**src/rtl/seq_pkg.sv**
```systemverilog
// Shared types and constants for the SimpleProcessor datapath sequencer.
package seq_pkg;

  // Default datapath geometry
  localparam int unsigned DEF_NREG = 8;
  localparam int unsigned DEF_IW   = 9;
  localparam int unsigned IDXW     = 3;
  localparam int unsigned NSTEP    = 4;

  // Instruction field positions: op[8:6], rx[5:3], ry[2:0]
  localparam int unsigned OP_MSB = DEF_IW - 1;
  localparam int unsigned RX_LSB = DEF_IW - 6;
  localparam int unsigned RY_LSB = 0;

  // Bit index of each step within the one-hot step vector
  localparam int unsigned T0 = 0;
  localparam int unsigned T1 = 1;
  localparam int unsigned T2 = 2;
  localparam int unsigned T3 = 3;

  typedef enum logic [2:0] {
    OP_MV  = 3'd0,
    OP_MVI = 3'd1,
    OP_ADD = 3'd2,
    OP_SUB = 3'd3
  } op_e;

  // One-hot step encoding; all-zero is the trap HALT state
  typedef enum logic [NSTEP-1:0] {
    ST_HALT = 4'b0000,
    ST_T0   = 4'(1 << T0),
    ST_T1   = 4'(1 << T1),
    ST_T2   = 4'(1 << T2),
    ST_T3   = 4'(1 << T3)
  } step_e;

  // Opcodes 4..7 are not defined
  function automatic logic op_legal(input logic [IDXW-1:0] op);
    return ~op[IDXW-1];
  endfunction

endpackage

```
**src/rtl/reg_select_decoder.sv**
```systemverilog
// Register index to one-hot select, all-zero when disabled.
module reg_select_decoder
  import seq_pkg::*;
#(
  parameter int unsigned NREG = DEF_NREG
) (
  input  logic [IDXW-1:0] idx_i,
  input  logic            en_i,
  output logic [NREG-1:0] onehot_o
);

  // Indices beyond NREG simply select nothing
  always_comb begin
    onehot_o = '0;
    for (int unsigned i = 0; i < NREG; i++) begin
      onehot_o[i] = en_i && (idx_i == IDXW'(i));
    end
  end

endmodule

```
**src/rtl/datapath_sequencer.sv**
```systemverilog
// Multi-cycle control FSM for the SimpleProcessor shared-bus datapath.
// Build option: SEQ_ILLEGAL_TRAP_EN turns illegal opcodes into a sticky
// HALT (step = 0000, illegal = 1) instead of a 2-cycle NOP.
module datapath_sequencer
  import seq_pkg::*;
#(
  parameter int unsigned NREG = DEF_NREG,
  parameter int unsigned IW   = DEF_IW
) (
  input  logic             clock,
  input  logic             reset,
  input  logic             run,
  input  logic [IW-1:0]    instr,
  output logic             ir_in,
  output logic [NREG-1:0]  r_in,
  output logic [NREG-1:0]  r_out,
  output logic             din_out,
  output logic             a_in,
  output logic             g_in,
  output logic             g_out,
  output logic             add_sub,
  output logic             done,
  output logic [NSTEP-1:0] step,
  output logic             illegal
);

`ifdef SEQ_ILLEGAL_TRAP_EN
  localparam logic DONE_ON_ILLEGAL = 1'b0;
`else
  localparam logic DONE_ON_ILLEGAL = 1'b1;
`endif

  step_e           step_q;
  logic [IW-1:0]   ir_q;
  logic [IDXW-1:0] op;
  logic [IDXW-1:0] rx;
  logic [IDXW-1:0] ry;

  logic            r_in_en;
  logic            r_out_en;
  logic [IDXW-1:0] r_out_idx;

  assign op = ir_q[OP_MSB -: IDXW];
  assign rx = ir_q[RX_LSB +: IDXW];
  assign ry = ir_q[RY_LSB +: IDXW];

`ifdef SEQ_ILLEGAL_TRAP_EN
  logic illegal_q;

  // Sticky trap flag, cleared only by reset
  always_ff @(posedge clock or posedge reset) begin
    if (reset) begin
      illegal_q <= 1'b0;
    end else if (step_q == ST_T1 && !op_legal(op)) begin
      illegal_q <= 1'b1;
    end
  end

  assign illegal = illegal_q;
`else
  assign illegal = 1'b0;
`endif

  // Step sequencing and instruction capture; unreachable codes recover to T0
  always_ff @(posedge clock or posedge reset) begin
    if (reset) begin
      step_q <= ST_T0;
      ir_q   <= '0;
    end else begin
      case (step_q)
        ST_T0: begin
          if (run) begin
            ir_q   <= instr;
            step_q <= ST_T1;
          end
        end
        ST_T1: begin
          if (!op_legal(op)) begin
`ifdef SEQ_ILLEGAL_TRAP_EN
            step_q <= ST_HALT;
`else
            step_q <= ST_T0;
`endif
          end else if (op == OP_ADD || op == OP_SUB) begin
            step_q <= ST_T2;
          end else begin
            step_q <= ST_T0;
          end
        end
        ST_T2:   step_q <= ST_T3;
        ST_T3:   step_q <= ST_T0;
`ifdef SEQ_ILLEGAL_TRAP_EN
        ST_HALT: step_q <= ST_HALT;
`endif
        default: step_q <= ST_T0;
      endcase
    end
  end

  // Control strobes decoded from the current step and IR
  always_comb begin
    ir_in     = 1'b0;
    din_out   = 1'b0;
    a_in      = 1'b0;
    g_in      = 1'b0;
    g_out     = 1'b0;
    add_sub   = 1'b0;
    done      = 1'b0;
    r_in_en   = 1'b0;
    r_out_en  = 1'b0;
    r_out_idx = ry;
    case (step_q)
      ST_T0: begin
        // Held low during reset so nothing strobes while aborting
        ir_in = run & ~reset;
      end
      ST_T1: begin
        case (op)
          OP_MV: begin
            r_out_en = 1'b1;
            r_in_en  = 1'b1;
            done     = 1'b1;
          end
          OP_MVI: begin
            din_out = 1'b1;
            r_in_en = 1'b1;
            done    = 1'b1;
          end
          OP_ADD, OP_SUB: begin
            r_out_en  = 1'b1;
            r_out_idx = rx;
            a_in      = 1'b1;
          end
          default: done = DONE_ON_ILLEGAL;
        endcase
      end
      ST_T2: begin
        r_out_en = 1'b1;
        g_in     = 1'b1;
        add_sub  = (op == OP_SUB);
      end
      ST_T3: begin
        g_out   = 1'b1;
        r_in_en = 1'b1;
        done    = 1'b1;
      end
      default: ;
    endcase
  end

  // Destination register write enable (always rx)
  reg_select_decoder #(.NREG(NREG)) u_r_in_dec (
    .idx_i    (rx),
    .en_i     (r_in_en),
    .onehot_o (r_in)
  );

  // Register-to-bus source select
  reg_select_decoder #(.NREG(NREG)) u_r_out_dec (
    .idx_i    (r_out_idx),
    .en_i     (r_out_en),
    .onehot_o (r_out)
  );

  assign step = NSTEP'(step_q);

endmodule

```
**config.mk**
```make
export PLATFORM = sky130hd
export DESIGN_NAME = datapath_sequencer
export DESIGN_NICKNAME = d
export VERILOG_FILES = /design/src/rtl/seq_pkg.sv /design/src/rtl/reg_select_decoder.sv /design/src/rtl/datapath_sequencer.sv
export SDC_FILE = /design/constraint.sdc
export NUM_CORES = 1
export LEC_CHECK = 0
export BUFFER_PORTS_ARGS = -buffer_cell sky130_fd_sc_hd__buf_2
export CAP_MARGIN = 20
export CORE_MARGIN = 2
export CORE_UTILIZATION = 50
export CTS_CLUSTER_SIZE = 28
export DETAILED_ROUTE_END_ITERATION = 12
export PLACE_DENSITY = 0.82
export SLEW_MARGIN = 30
export SYNTH_ARGS = -nofsm -noshare
export SYNTH_HDL_FRONTEND = slang
export SYNTH_SLANG_ARGS = --single-unit
```
**constraint.sdc**
```tcl
create_clock -name clock -period 3.43 [get_ports clock]
set_input_delay 0.1715 -clock clock [delete_from_list [all_inputs] [get_ports clock]]
set_output_delay 0.1715 -clock clock [all_outputs]
set_load 0.02 [all_outputs]
```
Yosys cells after proc, flatten, opt, wreduce, memory -nomap -nowiden
Index checks and enable logic that the tools add are counted.
{ "classes": {"eq_ne": 22, "mux": 20, "bitwise": 2, "reduce_logical": 24} }
{ "ops": {"columns": ["operator", "count"], "rows": [
  ["== test 3 bit (second input constant)", 8],
  ["== test 3 x 2 -> 1 bit (second input constant)", 6],
  ["logical AND 1 bit", 16],
  ["two-way mux 3 bit", 4],
  ["case mux 4 bit (3 select lines)", 1],
  ["two-way mux 1 bit", 11],
  ["== test 3 x 1 -> 1 bit (second input constant)", 3],
  ["logical NOT 3 bit", 3],
  ["case mux 1 bit (2 select lines)", 3],
  ["== test 4 x 1 -> 1 bit (second input constant)", 1],
  ["== test 4 x 2 -> 1 bit (second input constant)", 1],
  ["== test 4 x 3 -> 1 bit (second input constant)", 1],
  ["== test 4 bit (second input constant)", 1],
  ["two-way mux 4 bit", 1],
  ["OR reduction 2 bit", 2],
  ["OR reduction 3 bit", 1],
  ["!= test 2 bit (second input constant)", 1],
  ["AND reduction 2 bit", 1],
  ["bitwise AND 1 bit", 1],
  ["logical OR 1 bit", 1],
  ["NOT 1 bit", 1]
]} }
{ "word_totals": {"register_bits": 13, "input_bits": 12, "out_inout_bits": 28, "word_cells": 70} }

Logic depth before layout (Yosys ltp)
Gate-level depths: netlist of the first run.
{ "logic_depth": {"depth_word": 6, "depth_mapped": 5, "depth_no_buf": 4} }

Hierarchy
From an unflattened synthesis of the first run, not the netlist that was laid out.
{ "unflattened": {"cells_unflattened": 69, "hier_area_um2": 867.1} }
{ "by_module_without_submodules": {"columns": ["mod", "instances", "cells_each", "area_per_inst_um2"], "rows": [
  ["datapath_sequencer", 1, 53, 676.9],
  ["reg_select_decoder", 2, 8, 95.1]
]} }

Worst setup path after synthesis of the first run
OpenSTA, ideal clock, no wires.
{ "synth_path": {"path_kind": "register to output", "startpoint": "register step_q[3], in the netlist step[3]", "endpoint": "output r_in[0]", "arrival_ns": 1.904, "slack_ns": 1.355, "stages_incl_launch_ff": 5, "path_buffers": 1, "path_cell_list": "dfrtp_1 > buf_4 > nor4b_1 > o21ai_2 > nor4_1"} }
{ "synth_between": {"elab_chain_cells": 3, "word_cells_on_any_way": 4} }
{ "synth_lines": {"columns": ["item", "line", "source"], "rows": [
  ["start, declared", "datapath_sequencer.sv:33", "step_e step_q;"],
  ["start signal, assigned", "datapath_sequencer.sv:67", "step_q <= ST_T0;"],
  ["start signal, assigned", "datapath_sequencer.sv:74", "step_q <= ST_T1;"],
  ["start signal, assigned", "datapath_sequencer.sv:82", "step_q <= ST_T0;"],
  ["== test 4 bit or == test 4 x 2 -> 1 bit (tied branches)", "datapath_sequencer.sv:112", "case (step_q)"],
  ["case mux 1 bit (2 select lines) *", "datapath_sequencer.sv:112", null],
  ["logical AND 1 bit *", "reg_select_decoder.sv:16", "onehot_o[i] = en_i && (idx_i == IDXW'(i));"],
  ["end, declared", "datapath_sequencer.sv:15", "output logic [NREG-1:0] r_in,"]
]} }
Every way passes the cells marked *; elsewhere a longest branch is shown, timed or not.

Final worst setup path of the first run
{ "layout_path": {"startpoint": "register step_q[1], in the netlist step[1]", "endpoint": "output r_out[1]"} }
{ "layout_between": {"elab_chain_cells": 4, "word_cells_on_any_way": 6} }
{ "layout_lines": {"columns": ["item", "line", "source"], "rows": [
  ["== test 4 x 2 -> 1 bit", "datapath_sequencer.sv:112", null],
  ["two-way mux 3 bit", "datapath_sequencer.sv:112", null],
  ["== test 3 x 1 -> 1 bit", "reg_select_decoder.sv:16", null],
  ["logical AND 1 bit *", "reg_select_decoder.sv:16", null],
  ["end, declared", "datapath_sequencer.sv:16", "output logic [NREG-1:0] r_out,"]
]} }
Marks and branches as above.

==> impl_results.md, run 1 <==
- RSZ-0062 raised after global routing: false
- Slowest stage cell, crit path: sky130_fd_sc_hd__dfrtp_1
- Number of vias after detailed routing: roughly 900
- Net total in the final layout: between 100 and 150
- Total global-route track usage: 0.210
- Class of the tightest hold or removal check: input port to flop
- First-pass GRT wire length: roughly 3800 microns
- Root buf cell: sky130_fd_sc_hd__clkbuf_4
- Layout cell share with drive strength beyond 1: 0.448
- Cell taking the most area after synthesis: sky130_fd_sc_hd__dfrtp_1
- Synthesized instance count: 99
- Cell leakage power: about 0.63 nW
- EDFF count, synth: 0
- Die outline height: a little under 50 microns
- Critical hold path startpoint: instr[2]
- Critical Path, Cell by Cell: nor3b_1 -> nand2_1 -> o32ai_1 -> buf_2
- Clock latency on the worst-skew pair: about 280 ps
- Core region area: 1920 sq um
- Max Fanout on Critical Path: 14
- Fraction of synthesis flops using an asynchronous set or reset pin: 1.00
- Total area of multi-input combinational cells: slightly below 600 sq um
- Clock sinks: 13
- Worst endpoint data arrival time: about 2100 ps
- Power per unit of standard cell area: around 640 nW/um^2
- Total inserted antenna cells: 0
- Clock tree from TritonCTS: yes
- Part of the Yosys area used for sequential elements: 0.330
- Area Overhead vs Synth: 20.5%
- Count of final max-slew check failures: 0
- Count of cells resized by post-cts repair: 0
- Width of the chip: 48.5 microns
- Slew headroom: 0.578
- Worst VDD drop: 438 uV
- Final global-route overflow total: 0
- Final weighted congestion in routability-driven placement: 0.863
- Total clock buffers created by CTS: 3
- Measured slew at the worst slew-check pin: around 620 ps
- Flip-flop and latch count after synthesis: 13
- Final clock skew: around 10 ps
- Final instance count without filler cells: between 150 and 200
- Result of the run: complete, no violations
- Number of warnings reported in the yosys synthesis log: 0
- Remaining design rule violation count: 0
- Post-detailed-routing wire length: between 2000 and 2500 microns
- Violation count after the first detailed-route iteration: 26
- Most used flip-flop cell after synthesis: sky130_fd_sc_hd__dfrtp_1
- Synthesized area per cell: between 9 and 10 sq um
- Post-CTS Setup Repair Bufs: 0
- Top cell type's share of synthesized area: 0.304
- Count of pins on the block boundary: 40
- Largest net degree at the start of global routing: 15
- Number of antenna violations at the first check in global routing: 0
- Category of the worst setup path launch point: flop
- Number of global-route vias before repair: 830
- Synthesized Nets: between 100 and 150
- HPWL after DPL: 1690 microns
- Top area cells in the synthesized netlist: sky130_fd_sc_hd__dfrtp_1 30%, sky130_fd_sc_hd__mux2_4 12%, sky130_fd_sc_hd__nor3_1 4.6%, sky130_fd_sc_hd__nand2b_1 3.8%, sky130_fd_sc_hd__o32ai_1 3.5%
- Launching element of the worst setup path: step[1]
- Final period utilization: 0.667
- Count of port buffers added during placement: 38
- Placed cells: 156
- CTS max path bufs: 2
- Register area: approximately 330 sq um
- Synth cell types: 43
- Hold Vio Cnt, Final: 0
- Delay contributed by the slowest stage of the critical path: 540 ps
- Final Setup Violations: 0
- Most numerous cell in the Yosys netlist: sky130_fd_sc_hd__dfrtp_1
- Die area: 2350 sq um
- Via density: approximately 5.6
- Setup total negative slack: 0 ps
- Number of nets still failing antenna checks after routing: 0
- List of most frequent post-synthesis cells: 12 x sky130_fd_sc_hd__dfrtp_1, 9 x sky130_fd_sc_hd__nor3_1, 8 x sky130_fd_sc_hd__mux2_4
- Data required time of the worst path: approximately 3300 ps
- Clock-pin slew reported for the worst setup and hold paths after clock tree synthesis: roughly 80 ps
- Launching point of the worst reg2reg path: step[0]
- Max Fclk: about 440 MHz
- Filler cell count in the final layout: between 150 and 200
- Number of max-cap violations: 0
- Critical setup path kind: flop to output port
- Worst setup EP type: output port
- Total of hold buffers inserted after clock tree synthesis: 1
- DRT Pass-1 Iters: 4
- Row count: 16
- CTS H-tree lvls: 1
- Effective utilization at floorplan: 0.514
- Combined area of all synthesized cells: between 900 and 1000 sq um
- Final min period: 2290 ps
- Average wire length per cell after detail routing: around 14 microns
cell families (layout without fill, tap and decap cells):
family	after synthesis	count (layout)	synth area share
AND/OR/NAND/NOR	43	43	0.287
AO/OA/AOI/OAI	20	20	0.168
flip-flops	13	13	0.330
buffers and inverters	13	48	0.0772
multiplexers	9	9	0.133
other	1	1	0.00379
flip-flops by register name (all words and copies together), names as in the netlist:
register and cells:
ir_q 9, step 4
worst max-delay path, delay by kind of cell (launching register included):
kind	cells	cell delay, ps
AOI/OAI and AO/OA	1	320
buffers and inverters	1	220
DFF	1	540
and+or+nand+nor	2	760
cell usage in the layout, fill, tap and decap left out, drive strengths merged, types with 2 or more instances in the layout:
cell / n
buf: 38
o211ai: 2
nor4b: 3
or3b: 2
nand3b: 2
dfrtp: 12
nand2: 2
nand2b: 6
nor3b: 2
and3: 3
o32ai: 4
clkbuf: 4
inv: 5
nor2b: 3
nor3: 9
o21ai: 3
mux2: 9
a21oi: 2
nor2: 6
worst paths after layout:
check                            to  slack [ps]  depth (start not counted)
max                        r_out[1]        1140                          4
min                         ir_q[2]         110                          2
max reg2reg                 ir_q[1]        1810                          3
min reg2reg                 ir_q[1]         590                          1
max in group asynchronous   step[0]        2590                          3
min in group asynchronous   step[1]         470                          3
final cells by class:
type / instances / area share
Clock buffer: 4 / 0.0221
Tap cell: 27 / 0.0284
Timing Repair Buffer: 39 / 0.168
Sequential cell: 13 / 0.274
Inverter: 5 / 0.0158
Multi-Input combinational cell: 73 / 0.492
power by group:
group	total [mW]	internal (mW)	switching (mW)
clock network	0.0961	0.0451	0.0509
logic	0.321	0.168	0.153
registers	0.343	0.218	0.125
total	0.760	0.431	0.329
per-stage QoR:
stage / total power [mW] / util / worst slack [ps] / hold WS [ps] / instance area, sq um
6_report: 0.760 / 0.620 / 1140 / 113 / 1190
2_1_floorplan: 0.593 / - / 1350 / 47.7 / 988
3_5_place_dp: 0.661 / 0.601 / 1480 / 231 / 1150
4_1_cts: 0.758 / 0.620 / 1160 / 108 / 1190
3_3_place_gp: 0.647 / 0.601 / 1550 / 222 / 1150
5_1_grt: 0.819 / 0.620 / 892 / 98.3 / 1190
per-layer routing:
layer / share of wire / GRT usage / vias to the layer above
met3: 0.051 / 0.0401 / 4
met4: 0.020 / 0.114 / 0
met5: 0 / 0 / -
met1: 0.44 / 0.266 / 425
met2: 0.49 / 0.338 / 31
li1: - / - / 438
(Power assumes the default switching activity.)
==> inputs of run 2 (changes only) <==
- CORE_UTILIZATION: 50 -> 43
- PLACE_DENSITY: 0.82 -> 0.75
- clock period: 3.43 -> 2.1 ns (I/O delays scaled with it)
==> run 2 against run 1 <==
Wire length grew 2.4%; worst setup slack lost 1100 ps; largest cell class unchanged; first-iteration DRC count shrank 23%; hold slack lost 73 ps; combinational power grew 73%; global-route usage shrank 1.8 points; critical path depth is the same; sequential power grew 68%; sequential cell count is the same.
==> impl_results.md, run 2 (synthesized netlist as in run 1, its figures left out) <==
- Via density: roughly 5.6
- Layout cell share with drive strength beyond 1: 0.489
- Placed cells: between 150 and 200
- Total global-route track usage: 0.192
- Clock tree from TritonCTS: yes
- Hold Vio Cnt, Final: 0
- Slew headroom: 0.664
- First-pass GRT wire length: approximately 3800 microns
- Post-detailed-routing wire length: between 2000 and 2500 microns
- Leading cell type in the layout, fill and taps excluded: sky130_fd_sc_hd__buf_2
- Largest net degree at the start of global routing: 15
- Launching element of the worst setup path: step[3]
- Die area: between 2000 and 3000 sq um
- Result of the run: complete, no violations
- Clock-pin slew reported for the worst setup and hold paths after clock tree synthesis: 90 ps
- CTS H-tree lvls: 1
- Total clock buffers created by CTS: 3
- Power, Total: 1.29 mW
- Final period utilization: 0.956
- DRT Pass-1 Iters: 4
- Core region area: around 2200 sq um
- Average wire length per cell after detail routing: ~14 microns
- Clock sinks: 13
- Data required time of the worst path: 2000 ps
- Max Fclk: ~500 MHz
- Number of vias after detailed routing: ~900
- Count of port buffers added during placement: 38
- Worst endpoint data arrival time: between 1500 and 2000 ps
- Top library cells by usage in the layout, fill and taps aside: 38 x sky130_fd_sc_hd__buf_2, 11 x sky130_fd_sc_hd__dfrtp_1, 9 x sky130_fd_sc_hd__nor3_1, 8 x sky130_fd_sc_hd__mux2_4
- Number of nets still failing antenna checks after routing: 0
- Setup total negative slack: 0 ps
- Worst Setup EP: r_out[7]
- Die outline height: approximately 52 microns
- Placement-stage cell area: around 1200 sq um
- Total inserted antenna cells: 0
- Number of flip-flops under the largest register name: 9
- Worst VDD drop: about 650 uV
- Final clock skew: between 6 and 7 ps
- HPWL after DPL: about 1700 microns
- Root buf cell: sky130_fd_sc_hd__clkbuf_4
- Number of max-cap violations: 0
- Category of the worst setup path launch point: flop
- Number of antenna violations at the first check in global routing: 0
- Final Setup Violations: 0
- Cell leakage power: between 0.6 and 0.7 nW
- Count of pins on the block boundary: 40
- RSZ-0062 raised after global routing: false
- Post-CTS Setup Repair Bufs: 0
- Measured slew at the worst slew-check pin: between 500 and 600 ps
- Final global-route overflow total: 0
- Minimum setup slack after placement: about 270 ps
- Final instance count without filler cells: 163
- Final worst-path setup slack: around 93 ps
- Net total in the final layout: around 150
- Filler cell count in the final layout: between 200 and 250
- Remaining design rule violation count: 0
- Launching point of the worst reg2reg path: step[0]
- Worst setup EP type: output port
- Number of global-route vias before repair: 784
- Clock latency on the worst-skew pair: 290 ps
- Violation count after the first detailed-route iteration: 20
- Critical setup path kind: flop to output port
- Final min period: 2010 ps
- Area Overhead vs Synth: 24.9%
- Class of the tightest hold or removal check: input port to flop
- Width of the chip: 51.9 microns
- Worst-case register-to-register setup slack: 440 ps
- Final weighted congestion in routability-driven placement: between 0.8 and 0.9
- End of the worst register-to-register path: ir_q[7]
- Max Fanout on Critical Path: 13
- Effective utilization at floorplan: 0.451
- Largest register by flop count: ir_q
- Count of final max-slew check failures: 0
- Row count: 17
- Reg2Reg Depth: 3
- Power per unit of standard cell area: about 1000 nW/um^2
- Finished layout cell area: 1230 sq um
- CTS max path bufs: 2
## run 2: changes by cell type in the layout (fill, tap and decap cells not counted), sizes merged
cell and change:
buf +1, clkinv +1, clkbuf -1
## run 2: layout make-up
cell class              count  area, sq um  area share
multi-input cells          73          618       0.501
flip-flops and latches     13          328       0.265
repair buffers             40          208       0.168
well taps                  28         35.0      0.0284
clock buffers               3         22.5      0.0182
inverters                   5         18.8      0.0152
clock inverters             1         5.00     0.00405
## run 2: per-layer routing
layer	GRT usage	wire (microns)
met5	0	0
met4	0.114	72
met3	0.0316	123
met2	0.300	1110
met1	0.247	996
## run 2: critical path: stages, from the launching register on
cell and delay, ps:
sky130_fd_sc_hd__dfrtp_1 520, sky130_fd_sc_hd__or3b_2 520, sky130_fd_sc_hd__o211ai_1 260, sky130_fd_sc_hd__o32ai_1 140, sky130_fd_sc_hd__buf_2 180
## run 2: timing repair
action                                  CTS  global route
endpoints found under the setup margin    3            16
hold buffers                              1             0
gates resized for setup                   1             5
hold endpoints to repair                 12             0
## run 2: worst min path at each step
stage / endpoint / slack (ps) / startpoint / cells after the start
floorplan: ir_q[0] / -20 / reset / 1
global placement: ir_q[1] / 160 / reset / 2
detailed placement: ir_q[1] / 170 / reset / 2
CTS: ir_q[3] / 30 / instr[3] / 2
global route: ir_q[3] / 30 / instr[3] / 2
finish: ir_q[3] / 40 / instr[3] / 2
## run 2: stage by stage
step,utilization,hold WS [ps]
2_1_floorplan,-,-18.8
3_3_place_gp,0.531,165
3_5_place_dp,0.531,171
4_1_cts,0.551,33.9
5_1_grt,0.564,31.4
6_report,0.564,40.2
## run 2: where the power goes
group          switching [mW]  total (mW)  internal [mW]
combinational           0.256       0.554          0.298
clock                  0.0903       0.161         0.0708
sequential              0.219       0.576          0.357
==> inputs of run 3 (changes only) <==
- CORE_UTILIZATION: 43 -> 41
- PLACE_DENSITY: 0.75 -> 0.74
- SYNTH_HIERARCHICAL: unset -> 1
==> run 3 against run 2 <==
Critical path depth up 1; the flow now finishes with violations (setup timing); hold slack improved by 20 ps; die area decreased by 7.4%.
==> impl_results.md, run 3 <==
- Result of the run: finished, violations left
- Failing checks: setup timing
- DRT Pass-1 Iters: 5
- RSZ-0062 raised after global routing: true
- Combined area of all synthesized cells: 867 sq um
- List of most frequent post-synthesis cells: 12 x sky130_fd_sc_hd__dfrtp_1, 8 x sky130_fd_sc_hd__mux2_4, 4 x sky130_fd_sc_hd__and4b_2, 4 x sky130_fd_sc_hd__and4bb_1, 4 x sky130_fd_sc_hd__mux2_2
- CTS H-tree lvls: 1
- Clock latency on the worst-skew pair: between 200 and 300 ps
- Layout cell share with drive strength beyond 1: 0.679
- Cell leakage power: approximately 0.64 nW
- CTS max path bufs: 2
- Hold Vio Cnt, Final: 0
- Final Setup Violations: 1
- Final clock skew: approximately 3.4 ps
- Placed cells: between 100 and 150
- Worst setup EP type: output port
- Leading cell type in the layout, fill and taps excluded: sky130_fd_sc_hd__buf_2
- Max Fanout on Critical Path: 8
- Data required time of the worst path: roughly 2000 ps
- Category of the worst setup path launch point: flop
- Final global-route overflow total: 0
- Number of global-route vias before repair: between 600 and 700
- Final min period: 2110 ps
- Remaining design rule violation count: 0
- Top library cells by usage in the layout, fill and taps aside: 31 x sky130_fd_sc_hd__buf_2, 11 x sky130_fd_sc_hd__mux2_4, 11 x sky130_fd_sc_hd__dfrtp_1, 7 x sky130_fd_sc_hd__buf_4
- Clock tree from TritonCTS: yes
- Setup total negative slack: -12.6 ps
- Net total in the final layout: 125
- HPWL after DPL: approximately 1400 microns
- Largest net degree at the start of global routing: 14
- Final weighted congestion in routability-driven placement: ~0.75
- Width of the chip: 50.0 microns
- Cell taking the most area after synthesis: sky130_fd_sc_hd__dfrtp_1
- Share of the core filled with cells in the final layout: 0.616
- Count of final max-slew check failures: 0
- Number of warnings reported in the yosys synthesis log: 6
- Core region area: 1980 sq um
- Max Fclk: ~470 MHz
- Most numerous cell in the Yosys netlist: sky130_fd_sc_hd__dfrtp_1
- Post-detailed-routing wire length: around 1800 microns
- EDFF count, synth: 0
- Number of max-cap violations: 0
- Number of antenna violations at the first check in global routing: 0
- Via density: roughly 5.1
- Violation count after the first detailed-route iteration: 4
- Die outline height: around 50 microns
- Total inserted antenna cells: 0
- Effective utilization at floorplan: 0.438
- Part of the Yosys area used for sequential elements: 0.377
- Flip-flop and latch count after synthesis: 13
- Worst endpoint data arrival time: 2010 ps
- Number of vias after detailed routing: between 700 and 800
- Row count: 16
- Synthesized area per cell: 12.6 sq um
- Clock sinks: 13
- Number of flip-flops under the largest register name: 9
- Synthesized Nets: 81
- Largest register by flop count: ir_q
- Top cell type's share of synthesized area: 0.346
- Worst VDD drop: roughly 600 uV
- Fraction of synthesis flops using an asynchronous set or reset pin: 1.00
- Synth cell types: 27
- Hold slack: 60.4 ps
- Final period utilization: 1.01
- Area Overhead vs Synth: 40.8%
- Power, Total: ~1.2 mW
- Number of nets still failing antenna checks after routing: 0
- Clock-pin slew reported for the worst setup and hold paths after clock tree synthesis: around 80 ps
- First-pass GRT wire length: roughly 3100 microns
- Top area cells in the synthesized netlist: sky130_fd_sc_hd__dfrtp_1 35%, sky130_fd_sc_hd__mux2_4 14%, sky130_fd_sc_hd__and4bb_1 5.8%, sky130_fd_sc_hd__and4b_2 5.2%, sky130_fd_sc_hd__mux2_2 5.2%
- Die area: about 2500 sq um
- Synthesized instance count: 69
- Root buf cell: sky130_fd_sc_hd__clkbuf_4
- Final instance count without filler cells: between 100 and 150
- Final worst-path setup slack: -12.6 ps
- Power per unit of standard cell area: between 900 and 1000 nW/um^2
- Count of pins on the block boundary: 40
- Total global-route track usage: 0.164
- Most used flip-flop cell after synthesis: sky130_fd_sc_hd__dfrtp_1
- Count of port buffers added during placement: 38
- Total clock buffers created by CTS: 3
- Class of the tightest hold or removal check: input port to flop
- Critical setup path kind: flop to output port
- Average wire length per cell after detail routing: between 10 and 15 microns
-- run 3: logic make-up after synthesis --
family / after synthesis / share of synthesized area
compound gates: 4 / 0.0346
other cells: 1 / 0.00432
flops: 13 / 0.377
buf+inv: 5 / 0.0390
mux: 12 / 0.190
simple gates: 34 / 0.355
-- run 3: power by group --
group / leakage, nW / internal, mW / switching (mW)
Clock: 0.0150 / 0.0735 / 0.0761
Sequential: 0.154 / 0.356 / 0.133
Combinational: 0.470 / 0.317 / 0.235
Total: 0.640 / 0.746 / 0.445
-- run 3: timing repair --
action / CTS / global route
hold buffers: 1 / 0
endpoints found under the hold margin: 12 / 0
gates resized for setup: 15 / 8
pin swaps: 1 / 1
buffers inserted: 1 / 0
endpoints found under the setup margin: 16 / 16
-- run 3: cell type report --
class	instances	area (sq um)
Clock buffer	4	26.3
Fill cell	157	761
Inverter	2	7.51
Multi-Input combinational cell	51	574
Sequential cell	13	328
Tap cell	27	33.8
Timing Repair Buffer	42	251
-- run 3: stage by stage --
| stage | cell area [sq um] | setup WS (ps) |
|---|---|---|
| finish | 1220 | -12.6 |
| global route | 1220 | -119 |
| CTS | 1190 | -9.48 |
| detailed placement | 1090 | 96.4 |
| global placement | 1090 | 179 |
| floorplan | 882 | 14.9 |
-- run 3: critical path, stage by stage (launching register included) --
cell	delay, ps
sky130_fd_sc_hd__dfrtp_1	410
sky130_fd_sc_hd__nor4b_4	290
sky130_fd_sc_hd__and2_4	230
sky130_fd_sc_hd__mux2_4	350
sky130_fd_sc_hd__nor4b_4	280
sky130_fd_sc_hd__buf_4	180
-- run 3: final timing paths --
kind | cells past startpoint | end | from | slack, ps
setup / recovery | 5 | r_out[0] | step[3] | -10
hold / removal | 2 | ir_q[2] | instr[2] | 60
setup reg to reg | 4 | ir_q[4] | step[0] | 410
hold reg to reg | 1 | ir_q[1] | ir_q[1] | 530
max in group asynchronous | 3 | step[2] | reset | 1340
min in group asynchronous | 3 | step[1] | reset | 400
-- run 3: routing by layer --
metal,track usage,part of all wire,vias to the layer above
met4,0.0694,0.0033,0
met2,0.274,0.52,21
met3,0.0303,0.039,2
met1,0.205,0.43,330
li1,-,-,353
met5,0,0,-
